File: src/rtl/eeg_fram_seq_if.sv
// Bundle of the task-descriptor handshake and the FRAM CFG_INFO/IS_IDLE signals.
// slave  : the sequencer side (takes descriptors, drives FRAM commands).
// master : the task-controller / FRAM side.
interface eeg_fram_seq_if #(
    parameter int FRAM_CMD_DW  = 4,
    parameter int LAYER_NUM_DW = 4,
    parameter int TIMEOUT_DW   = 16
);
    logic                    TASK_VLD;
    logic                    TASK_RDY;
    logic [LAYER_NUM_DW-1:0] TASK_LAYER_NUM;
    logic                    TASK_OTOF_ENA;
    logic                    TASK_FLAG_VLD;
    logic [TIMEOUT_DW-1:0]   TASK_TIMEOUT;
    logic                    CFG_INFO_VLD;
    logic                    CFG_INFO_RDY;
    logic [FRAM_CMD_DW-1:0]  CFG_INFO_CMD;
    logic                    CFG_FLAG_VLD;
    logic                    FRAM_IS_IDLE;
    logic                    SEQ_BUSY;
    logic                    SEQ_DONE;
    logic                    SEQ_ERR;
    logic [LAYER_NUM_DW-1:0] SEQ_LAYER_CNT;

    modport slave (
        input  TASK_VLD, TASK_LAYER_NUM, TASK_OTOF_ENA, TASK_FLAG_VLD, TASK_TIMEOUT,
        input  CFG_INFO_RDY, FRAM_IS_IDLE,
        output TASK_RDY, CFG_INFO_VLD, CFG_INFO_CMD, CFG_FLAG_VLD,
        output SEQ_BUSY, SEQ_DONE, SEQ_ERR, SEQ_LAYER_CNT
    );

    modport master (
        output TASK_VLD, TASK_LAYER_NUM, TASK_OTOF_ENA, TASK_FLAG_VLD, TASK_TIMEOUT,
        output CFG_INFO_RDY, FRAM_IS_IDLE,
        input  TASK_RDY, CFG_INFO_VLD, CFG_INFO_CMD, CFG_FLAG_VLD,
        input  SEQ_BUSY, SEQ_DONE, SEQ_ERR, SEQ_LAYER_CNT
    );
endinterface

File: src/rtl/eeg_fram_seq.sv
// FRAM command sequencer: for one task descriptor issues ITOF, CONV x LAYER_NUM and an
// optional OTOF, waiting for the FRAM to go idle after each command. A per-command wait
// timeout aborts the chain with a sticky error flag.
module eeg_fram_seq #(
    parameter int FRAM_CMD_DW  = 4,
    parameter int LAYER_NUM_DW = 4,
    parameter int TIMEOUT_DW   = 16
) (
    input  logic           clk,
    input  logic           rst,
    eeg_fram_seq_if.slave  bus
);
    localparam logic [FRAM_CMD_DW-1:0] CMD_IDLE = FRAM_CMD_DW'(4'b0001);
    localparam logic [FRAM_CMD_DW-1:0] CMD_ITOF = FRAM_CMD_DW'(4'b0010);
    localparam logic [FRAM_CMD_DW-1:0] CMD_CONV = FRAM_CMD_DW'(4'b0100);
    localparam logic [FRAM_CMD_DW-1:0] CMD_OTOF = FRAM_CMD_DW'(4'b1000);

    typedef enum logic [1:0] {ST_IDLE, ST_ISSUE, ST_WAIT, ST_DONE} state_t;

    state_t                  state_reg;
    logic [LAYER_NUM_DW-1:0] layer_num_reg;
    logic                    otof_ena_reg;
    logic                    flag_reg;
    logic [TIMEOUT_DW-1:0]   timeout_reg;
    logic [TIMEOUT_DW-1:0]   wait_cnt_reg;

    logic                    task_rdy_reg;
    logic                    cfg_vld_reg;
    logic [FRAM_CMD_DW-1:0]  cfg_cmd_reg;
    logic                    cfg_flag_reg;
    logic                    busy_reg;
    logic                    done_reg;
    logic                    err_reg;
    logic [LAYER_NUM_DW-1:0] layer_cnt_reg;

    // The counter is 0 only in the first WAIT cycle (it saturates, never wraps back),
    // which is exactly the cycle where FRAM_IS_IDLE is still stale and must be ignored.
    logic                    wait_first;
    logic                    cmd_complete;
    logic                    timeout_hit;
    logic [LAYER_NUM_DW:0]   layer_next;
    logic                    more_conv;
    logic [FRAM_CMD_DW-1:0]  next_cmd;
    logic                    chain_end;

    assign wait_first   = (wait_cnt_reg == '0);
    assign cmd_complete = !wait_first && bus.FRAM_IS_IDLE;
    assign timeout_hit  = (timeout_reg != '0) && (wait_cnt_reg == timeout_reg - TIMEOUT_DW'(1));
    // One extra bit so LAYER_NUM = max still compares correctly.
    assign layer_next   = {1'b0, layer_cnt_reg} + (LAYER_NUM_DW+1)'(1);
    assign more_conv    = layer_next < {1'b0, layer_num_reg};

    // Choose the command that follows the one just completed, or flag end of chain.
    always_comb begin
        next_cmd  = CMD_OTOF;
        chain_end = 1'b0;
        if (cfg_cmd_reg == CMD_ITOF) begin
            if (layer_num_reg != '0)  next_cmd = CMD_CONV;
            else if (!otof_ena_reg)   chain_end = 1'b1;
        end else if (cfg_cmd_reg == CMD_CONV) begin
            if (more_conv)            next_cmd = CMD_CONV;
            else if (!otof_ena_reg)   chain_end = 1'b1;
        end else begin
            chain_end = 1'b1;
        end
    end

    // Sequencer FSM with all outputs registered.
    always_ff @(posedge clk or posedge rst) begin
        if (rst) begin
            state_reg     <= ST_IDLE;
            layer_num_reg <= '0;
            otof_ena_reg  <= 1'b0;
            flag_reg      <= 1'b0;
            timeout_reg   <= '0;
            wait_cnt_reg  <= '0;
            task_rdy_reg  <= 1'b1;
            cfg_vld_reg   <= 1'b0;
            cfg_cmd_reg   <= CMD_IDLE;
            cfg_flag_reg  <= 1'b0;
            busy_reg      <= 1'b0;
            done_reg      <= 1'b0;
            err_reg       <= 1'b0;
            layer_cnt_reg <= '0;
        end else begin
            case (state_reg)
                ST_IDLE: begin
                    if (bus.TASK_VLD && task_rdy_reg) begin
                        layer_num_reg <= bus.TASK_LAYER_NUM;
                        otof_ena_reg  <= bus.TASK_OTOF_ENA;
                        flag_reg      <= bus.TASK_FLAG_VLD;
                        timeout_reg   <= bus.TASK_TIMEOUT;
                        err_reg       <= 1'b0;
                        layer_cnt_reg <= '0;
                        task_rdy_reg  <= 1'b0;
                        busy_reg      <= 1'b1;
                        cfg_cmd_reg   <= CMD_ITOF;
                        cfg_flag_reg  <= bus.TASK_FLAG_VLD;
                        cfg_vld_reg   <= 1'b1;
                        state_reg     <= ST_ISSUE;
                    end
                end
                ST_ISSUE: begin
                    // No timeout here: a stalled FRAM ready simply holds the command.
                    if (bus.CFG_INFO_RDY) begin
                        cfg_vld_reg  <= 1'b0;
                        wait_cnt_reg <= '0;
                        state_reg    <= ST_WAIT;
                    end
                end
                ST_WAIT: begin
                    if (wait_cnt_reg != '1) begin
                        wait_cnt_reg <= wait_cnt_reg + TIMEOUT_DW'(1);
                    end
                    // Completion takes priority over a timeout landing in the same cycle.
                    if (cmd_complete) begin
                        if (cfg_cmd_reg == CMD_CONV) begin
                            layer_cnt_reg <= layer_next[LAYER_NUM_DW-1:0];
                        end
                        if (chain_end) begin
                            cfg_cmd_reg  <= CMD_IDLE;
                            cfg_flag_reg <= 1'b0;
                            done_reg     <= 1'b1;
                            state_reg    <= ST_DONE;
                        end else begin
                            cfg_cmd_reg  <= next_cmd;
                            cfg_flag_reg <= (next_cmd == CMD_OTOF) ? 1'b1 : flag_reg;
                            cfg_vld_reg  <= 1'b1;
                            state_reg    <= ST_ISSUE;
                        end
                    end else if (timeout_hit) begin
                        err_reg      <= 1'b1;
                        cfg_cmd_reg  <= CMD_IDLE;
                        cfg_flag_reg <= 1'b0;
                        busy_reg     <= 1'b0;
                        task_rdy_reg <= 1'b1;
                        state_reg    <= ST_IDLE;
                    end
                end
                ST_DONE: begin
                    done_reg     <= 1'b0;
                    busy_reg     <= 1'b0;
                    task_rdy_reg <= 1'b1;
                    state_reg    <= ST_IDLE;
                end
                default: begin
                    state_reg <= ST_IDLE;
                end
            endcase
        end
    end

    assign bus.TASK_RDY      = task_rdy_reg;
    assign bus.CFG_INFO_VLD  = cfg_vld_reg;
    assign bus.CFG_INFO_CMD  = cfg_cmd_reg;
    assign bus.CFG_FLAG_VLD  = cfg_flag_reg;
    assign bus.SEQ_BUSY      = busy_reg;
    assign bus.SEQ_DONE      = done_reg;
    assign bus.SEQ_ERR       = err_reg;
    assign bus.SEQ_LAYER_CNT = layer_cnt_reg;

endmodule

File: src/flat_wrapper.sv
// flat-port wrapper written by rule: the top's interface ports become plain ports
module eeg_fram_seq_flat 
#(
    parameter int FRAM_CMD_DW  = 4,
    parameter int LAYER_NUM_DW = 4,
    parameter int TIMEOUT_DW   = 16
)
  (clk, rst, bus_TASK_VLD, bus_TASK_LAYER_NUM, bus_TASK_OTOF_ENA, bus_TASK_FLAG_VLD, bus_TASK_TIMEOUT, bus_CFG_INFO_RDY, bus_FRAM_IS_IDLE, bus_TASK_RDY, bus_CFG_INFO_VLD, bus_CFG_INFO_CMD, bus_CFG_FLAG_VLD, bus_SEQ_BUSY, bus_SEQ_DONE, bus_SEQ_ERR, bus_SEQ_LAYER_CNT);
  eeg_fram_seq_if #(.FRAM_CMD_DW(FRAM_CMD_DW), .LAYER_NUM_DW(LAYER_NUM_DW), .TIMEOUT_DW(TIMEOUT_DW)) bus_i ();
  input  logic clk;
  input  logic rst;
  input wire logic [$bits(bus_i.TASK_VLD)-1:0] bus_TASK_VLD;
  input wire logic [$bits(bus_i.TASK_LAYER_NUM)-1:0] bus_TASK_LAYER_NUM;
  input wire logic [$bits(bus_i.TASK_OTOF_ENA)-1:0] bus_TASK_OTOF_ENA;
  input wire logic [$bits(bus_i.TASK_FLAG_VLD)-1:0] bus_TASK_FLAG_VLD;
  input wire logic [$bits(bus_i.TASK_TIMEOUT)-1:0] bus_TASK_TIMEOUT;
  input wire logic [$bits(bus_i.CFG_INFO_RDY)-1:0] bus_CFG_INFO_RDY;
  input wire logic [$bits(bus_i.FRAM_IS_IDLE)-1:0] bus_FRAM_IS_IDLE;
  output wire logic [$bits(bus_i.TASK_RDY)-1:0] bus_TASK_RDY;
  output wire logic [$bits(bus_i.CFG_INFO_VLD)-1:0] bus_CFG_INFO_VLD;
  output wire logic [$bits(bus_i.CFG_INFO_CMD)-1:0] bus_CFG_INFO_CMD;
  output wire logic [$bits(bus_i.CFG_FLAG_VLD)-1:0] bus_CFG_FLAG_VLD;
  output wire logic [$bits(bus_i.SEQ_BUSY)-1:0] bus_SEQ_BUSY;
  output wire logic [$bits(bus_i.SEQ_DONE)-1:0] bus_SEQ_DONE;
  output wire logic [$bits(bus_i.SEQ_ERR)-1:0] bus_SEQ_ERR;
  output wire logic [$bits(bus_i.SEQ_LAYER_CNT)-1:0] bus_SEQ_LAYER_CNT;
  assign bus_i.TASK_VLD = bus_TASK_VLD;
  assign bus_i.TASK_LAYER_NUM = bus_TASK_LAYER_NUM;
  assign bus_i.TASK_OTOF_ENA = bus_TASK_OTOF_ENA;
  assign bus_i.TASK_FLAG_VLD = bus_TASK_FLAG_VLD;
  assign bus_i.TASK_TIMEOUT = bus_TASK_TIMEOUT;
  assign bus_i.CFG_INFO_RDY = bus_CFG_INFO_RDY;
  assign bus_i.FRAM_IS_IDLE = bus_FRAM_IS_IDLE;
  assign bus_TASK_RDY = bus_i.TASK_RDY;
  assign bus_CFG_INFO_VLD = bus_i.CFG_INFO_VLD;
  assign bus_CFG_INFO_CMD = bus_i.CFG_INFO_CMD;
  assign bus_CFG_FLAG_VLD = bus_i.CFG_FLAG_VLD;
  assign bus_SEQ_BUSY = bus_i.SEQ_BUSY;
  assign bus_SEQ_DONE = bus_i.SEQ_DONE;
  assign bus_SEQ_ERR = bus_i.SEQ_ERR;
  assign bus_SEQ_LAYER_CNT = bus_i.SEQ_LAYER_CNT;
  eeg_fram_seq #(.FRAM_CMD_DW(FRAM_CMD_DW), .LAYER_NUM_DW(LAYER_NUM_DW), .TIMEOUT_DW(TIMEOUT_DW)) u_core (.clk(clk), .rst(rst), .bus(bus_i));
endmodule
File: config.mk
export PLATFORM = sky130hd
export DESIGN_NAME = eeg_fram_seq_flat
export DESIGN_NICKNAME = d
export VERILOG_FILES = /design/src/rtl/eeg_fram_seq_if.sv /design/src/rtl/eeg_fram_seq.sv /design/src/flat_wrapper.sv
export SDC_FILE = /design/constraint.sdc
export NUM_CORES = 1
export LEC_CHECK = 0
export CAP_MARGIN = 20
export CORE_MARGIN = 4
export CORE_UTILIZATION = 51
export DETAILED_ROUTE_END_ITERATION = 16
export PLACE_DENSITY = 0.8
export SLEW_MARGIN = 5
export SYNTH_ARGS = -nofsm -noshare
export SYNTH_HDL_FRONTEND = slang
export SYNTH_SLANG_ARGS = --single-unit
export TNS_END_PERCENT = 1
File: constraint.sdc
create_clock -name clk -period 2.7 [get_ports clk]
set_input_delay 0.27 -clock clk [delete_from_list [all_inputs] [get_ports clk]]
set_output_delay 0.27 -clock clk [all_outputs]
set_load 0.01 [all_outputs]
==> flow_summary.json, run 1 <==
{
  "status": "complete, no violations",
  "port_buffers": 40,
  "fin_crit_ns": 2.61,
  "cts_resized": 0,
  "start_util_pct": 52.3,
  "cp_max_fo": 9,
  "setup_viol_count_final": 0,
  "area_growth_pct": 20.8,
  "dieArea_sq_um": 7870,
  "core_area_sq_um": 6350,
  "internal_power_uw": 2160,
  "skew_ns": 0.0127,
  "grt_pass1_wl_um": 13300,
  "regArea_sq_um": 1350,
  "drt_iter0_drc": 175,
  "synth-seq-cells": 54,
  "synth.cell_area_sq_um": 3320,
  "synth_common_cells": "dfrtp_1, nor2_1, nand2_1",
  "powerDensity_nw_per_um2": 921,
  "dominantRegCellSynth": "dfrtp_1",
  "gr-total-overflow": 0,
  "worst-setup-path-type": "reg2reg",
  "maxSlewViolCount": 0,
  "syn_nets": 407,
  "synth_top_area_share_pct": 39.2,
  "first_pass_iters": 5,
  "min_path_type": "in2async",
  "cp.arrival_ns": 2.83,
  "hpwlAfterDp_um": 5950,
  "synthArstFlopShare_pct": 100,
  "p_sw_share_pct": 41.4,
  "wl_per_cell_um": 16.3,
  "rsz0062_at_grt": "yes",
  "relSlewSlack_pct": 66.1,
  "ys_seq_area_share_pct": 40.8,
  "comb_power_share_pct": 46.2,
  "p_total_uw": 3690,
  "fin_crit_sh_pct": 96.5,
  "hold_violations": 0,
  "synth.distinct_cells": 58,
  "core.rowCount": 29,
  "vias_per_cell": 5.89,
  "ant_nets": 0,
  "nets": 446,
  "root_buffer": "clkbuf_8",
  "leakage_uw": 0.00170,
  "die_height_um": 88.7,
  "cp-start-kind": "flop",
  "clk_pin_slew_ns": 0.11,
  "ctsHtreeMaxLevel": 2,
  "dpl_cell_area_sq_um": 3840,
  "final_cell_area_sq_um": 4010,
  "finalHoldWorstSlack_ns": 0.264,
  "diodes": 0,
  "yosysMostFrequentCell": "dfrtp_1",
  "maxCapViolCount": 0,
  "antenna_found_initial": 0,
  "tns_ns": 0,
  "endpoint_kind": "flop",
  "grt_pass1_vias": 2738,
  "fp.dieW_um": 88.7,
  "ir_drop_v": 0.000606,
  "wl_um": 7970,
  "clock_latency_ns": 0.32,
  "cts_sinks": 54,
  "cp.required_ns": 2.92,
  "worstMarginPinSlew_ns": 0.504,
  "cts_buffers": 5,
  "cts_tree": "done",
  "io_pins": 41,
  "gp_congestion": 0.896,
  "final_util_pct": 63.2,
  "dr_total_vias": 2888,
  "cts_buffer_depth": 2,
  "syn_inst": 373,
  "clockPowerShare_pct": 15.8,
  "fmax_ghz": 0.384,
  "synth_edf_count": 0,
  "cts_hold_buf": 0,
  "pwr-share-seq_pct": 38.0,
  "fillers": 520,
  "grtUsageTotal_pct": 21.5,
  "grt_max_degree": 35,
  "multi_input_area_sq_um": 1850,
  "ys_warn_count": 0,
  "yosysTopAreaCell": "dfrtp_1",
  "post_cts_buffers": 0,
  "r2r_cells": 7,
  "synth.avg_cell_area_sq_um": 8.90,
  "switchingPower_uw": 1530,
  "drc": 0,
  "yosys-top-cells-area": "dfrtp_1, mux2_2, nor2_1",
  "final_layout_size_suffix_gt1_share_pct": 14.0
}
## critical path, cell delays in order (launching register included)
cell	delay [ns]
dfrtp_1	0.49
or4b_4	0.57
or3_4	0.39
a22oi_2	0.17
nand4_1	0.20
nor4_4	0.34
nor2_2	0.09
a211o_1	0.26
## logic make-up after synthesis
kind of cell    count (synthesis)  synth area share [%]
simple gates                  144                  22.7
buf+inv                        44                  5.35
xor+xnor                       32                  8.44
compound gates                 76                  14.7
mux                            16                  5.39
fa+ha+maj                       7                  2.64
flops                          54                  40.8
## layer usage
| layer | wire [um] | vias up | global-route usage [%] |
|---|---|---|---|
| met3 | 329 | 12 | 3.54 |
| met1 | 3740 | 1407 | 30.5 |
| met4 | 147 | 0 | 7.42 |
| met2 | 3750 | 64 | 33.5 |
| li1 | - | 1405 | - |
| met5 | 0 | - | 0 |
## cell usage in the layout (no fill, tap or decap), types with 2 or more instances in the layout
cell              n
dfrtp_1          52
nor2_1           40
clkdlybuf4s50_1  40
nand2_1          28
o21ai_0          25
inv_1            17
xnor2_1          16
xor2_1           16
a21oi_1          16
buf_4            16
mux2_2           15
nand4_1          10
nand3_1           9
nor4_1            8
and4_1            7
nor3_1            6
nand2b_1          6
ha_1              6
or3_1             5
clkbuf_8          5
and3_1            4
a31oi_1           4
or2_2             3
or4_1             3
o2bb2ai_1         3
inv_2             3
nor3_2            2
nor4b_1           2
o31ai_1           2
o22ai_1           2
o211ai_1          2
a21boi_0          2
a22oi_1           2
dfstp_2           2
## power by group through the flow
stage	registers [uW]	clock network [uW]	logic (uW)
global placement	1400	0	1610
global route	1450	618	1910
CTS	1390	590	1650
finish	1400	584	1710
detailed placement	1400	0	1630
floorplan	1280	0	1210
## path summary, 6_finish.rpt
path                       slack (ns)                   from                      end
max                              0.09  u_core.timeout_reg[3]      u_core.state_reg[1]
min                              0.26                    rst  u_core.layer_num_reg[1]
max reg2reg                      0.09  u_core.timeout_reg[3]      u_core.state_reg[1]
min reg2reg                      0.50    u_core.bus.SEQ_DONE      u_core.bus.SEQ_DONE
max in group asynchronous        1.79                    rst      u_core.bus.TASK_RDY
min in group clk                 0.50  bus_TASK_LAYER_NUM[1]  u_core.layer_num_reg[1]
## final cells by class
type | count | share of cell area [%]
Tap cell | 77 | 2.40
Multi-Input combinational cell | 275 | 46.1
Sequential cell | 54 | 33.7
Inverter | 20 | 1.87
Clock inverter | 3 | 1.22
Timing Repair Buffer | 56 | 13.0
Clock buffer | 5 | 1.72
## through the flow
step,std cells,setup WS [ns]
global route,490,-0.0376
detailed placement,482,0.107
CTS,490,0.0967
floorplan,373,0.0215
global placement,482,0.146
finish,490,0.0945
Power figures use the tool's default switching activity.
==> run 2, diff against run 1 <==
CORE_ASPECT_RATIO = 1.75   (was default)
CORE_UTILIZATION = 52   (was 51)
CTS_BUF_LIST = sky130_fd_sc_hd__clkbuf_8   (was default)
PLACE_DENSITY = 0.81   (was 0.8)
==> flow_summary.json, run 2 (same netlist as run 1, synthesis figures left out) <==
{
  "start_util_pct": 53.3,
  "grt-busiest-layer": "met2",
  "core.rowCount": 38,
  "use_met1_pct": 27.2,
  "nets": 455,
  "core_area_sq_um": 6230,
  "final_cell_area_sq_um": 4050,
  "path_cells": "inv_2 -> ha_1 -> or4b_4 -> or3_1 -> a22oi_1 -> nand4_1 -> nor4_2 -> nor2_1 -> a211o_1",
  "ir_drop_v": 0.000664,
  "endpoint_kind": "flop",
  "wl_um": 9010,
  "final_layout_size_suffix_gt1_share_pct": 14.0,
  "vias_per_cell": 5.92,
  "ctsHtreeMaxLevel": 2,
  "finalHoldWorstSlack_ns": 0.331,
  "powerDensity_nw_per_um2": 934,
  "fmax_ghz": 0.383,
  "cpPeakStageDelay_ns": 0.49,
  "leakage_uw": 0.00174,
  "setup_viol_count_final": 0,
  "cts_sinks": 54,
  "grt_max_degree": 35,
  "hpwlAfterDp_um": 7000,
  "gr-total-overflow": 0,
  "cp_num_buf_inv": 1,
  "fp.dieW_um": 68.4,
  "gp_congestion": 0.946,
  "worst-setup-path-type": "reg2reg",
  "maxCapViolCount": 0,
  "diodes": 0,
  "io_pins": 41,
  "antenna_found_initial": 0,
  "hold_violations": 0,
  "timing.rr.start": "u_core.timeout_reg[0]",
  "final_cell_mix": "dfrtp_1, nor2_1, clkdlybuf4s50_1, nand2_1",
  "cts_buffer_depth": 2,
  "dieArea_sq_um": 7780,
  "met3_usage_pct": 3.55,
  "r2r_cells": 9,
  "cp.arrival_ns": 2.82,
  "wl_per_cell_um": 18.0,
  "cts_hold_buf": 0,
  "fillers": 545,
  "worst_slack_ns": 0.0858,
  "fin_crit_ns": 2.61,
  "fin_crit_sh_pct": 96.8,
  "dr_total_vias": 2973,
  "final_common_cell": "dfrtp_1",
  "p_total_uw": 3780,
  "skew_ns": 0.00930,
  "clock_latency_ns": 0.32,
  "pre_cts_ws_ns": 0.121,
  "cp_max_fo": 3,
  "grtUsageMet2_pct": 45.5,
  "tns_ns": 0,
  "worstMarginPinSlew_ns": 0.553,
  "dpl_cell_area_sq_um": 3910,
  "crit_path_top_delay_cell": "or4b_4",
  "cts_tree": "done",
  "port_buffers": 40,
  "relSlewSlack_pct": 63.1,
  "root_buffer": "clkbuf_8",
  "first_pass_iters": 6,
  "grt_pass1_wl_um": 14900,
  "cp.required_ns": 2.91,
  "cts_buffers": 5,
  "ant_nets": 0,
  "drt_iter0_drc": 131,
  "rrSetupSlack_ns": 0.09,
  "grt_pass1_vias": 3132,
  "grtUsageTotal_pct": 25.4,
  "min_path_type": "in2async",
  "cp-start-kind": "flop",
  "r2r-end": "u_core.state_reg[1]",
  "maxSlewViolCount": 0,
  "rsz0062_at_grt": "yes",
  "drc": 0,
  "die_height_um": 114,
  "clk_pin_slew_ns": 0.10,
  "path_delay_family": "simple AND/OR/NAND/NOR gates",
  "area_growth_pct": 21.9,
  "status": "complete, no violations"
}
-- run 2: stage by stage --
step	instances	util [%]
6_report	502	65.0
5_1_grt	502	65.0
4_1_cts	500	64.5
3_5_place_dp	492	62.8
3_3_place_gp	492	62.8
2_1_floorplan	373	-
-- run 2: cell type report --
class / count / area (sq um) / share of cell area [%]
clock buffer: 5 / 68.8 / 1.70
clock inverter: 3 / 37.5 / 0.928
sequential: 54 / 1350 / 33.5
multi-input combinational: 275 / 1810 / 44.7
tap: 80 / 100 / 2.47
inverter: 20 / 75.1 / 1.86
timing repair buffer: 65 / 601 / 14.8
-- run 2: power by group --
group	switching [uW]	leakage (uW)	internal, uW
Clock	264	0.0000607	270
Combinational	975	0.000988	883
Sequential	321	0.000690	1070
Total	1560	0.00174	2220
-- run 2: worst max-delay path by stage --
| stage | to | from | cells past startpoint | slack [ns] |
|---|---|---|---|---|
| 6_report | u_core.state_reg[1] | u_core.timeout_reg[0] | 9 | 0.09 |
| 5_1_grt | u_core.bus.CFG_INFO_CMD[2] | u_core.timeout_reg[0] | 10 | -0.05 |
| 4_1_cts | u_core.state_reg[1] | u_core.timeout_reg[0] | 10 | 0.1 |
| 3_5_place_dp | u_core.state_reg[1] | u_core.timeout_reg[0] | 10 | 0.12 |
| 3_3_place_gp | u_core.state_reg[1] | u_core.timeout_reg[0] | 9 | 0.19 |
| 2_1_floorplan | u_core.state_reg[1] | u_core.timeout_reg[0] | 11 | 0.02 |
-- run 2: layer usage --
metal | routed length [um] | up-vias
met3 | 301 | 24
li1 | - | 1419
met4 | 360 | 0
met2 | 5040 | 82
met5 | 0 | -
met1 | 3310 | 1448
-- run 2: repair_timing --
item / CTS / global route
setup buffers: 0 / 2
endpoints found under the setup margin: 0 / 6
resized for setup: 0 / 5
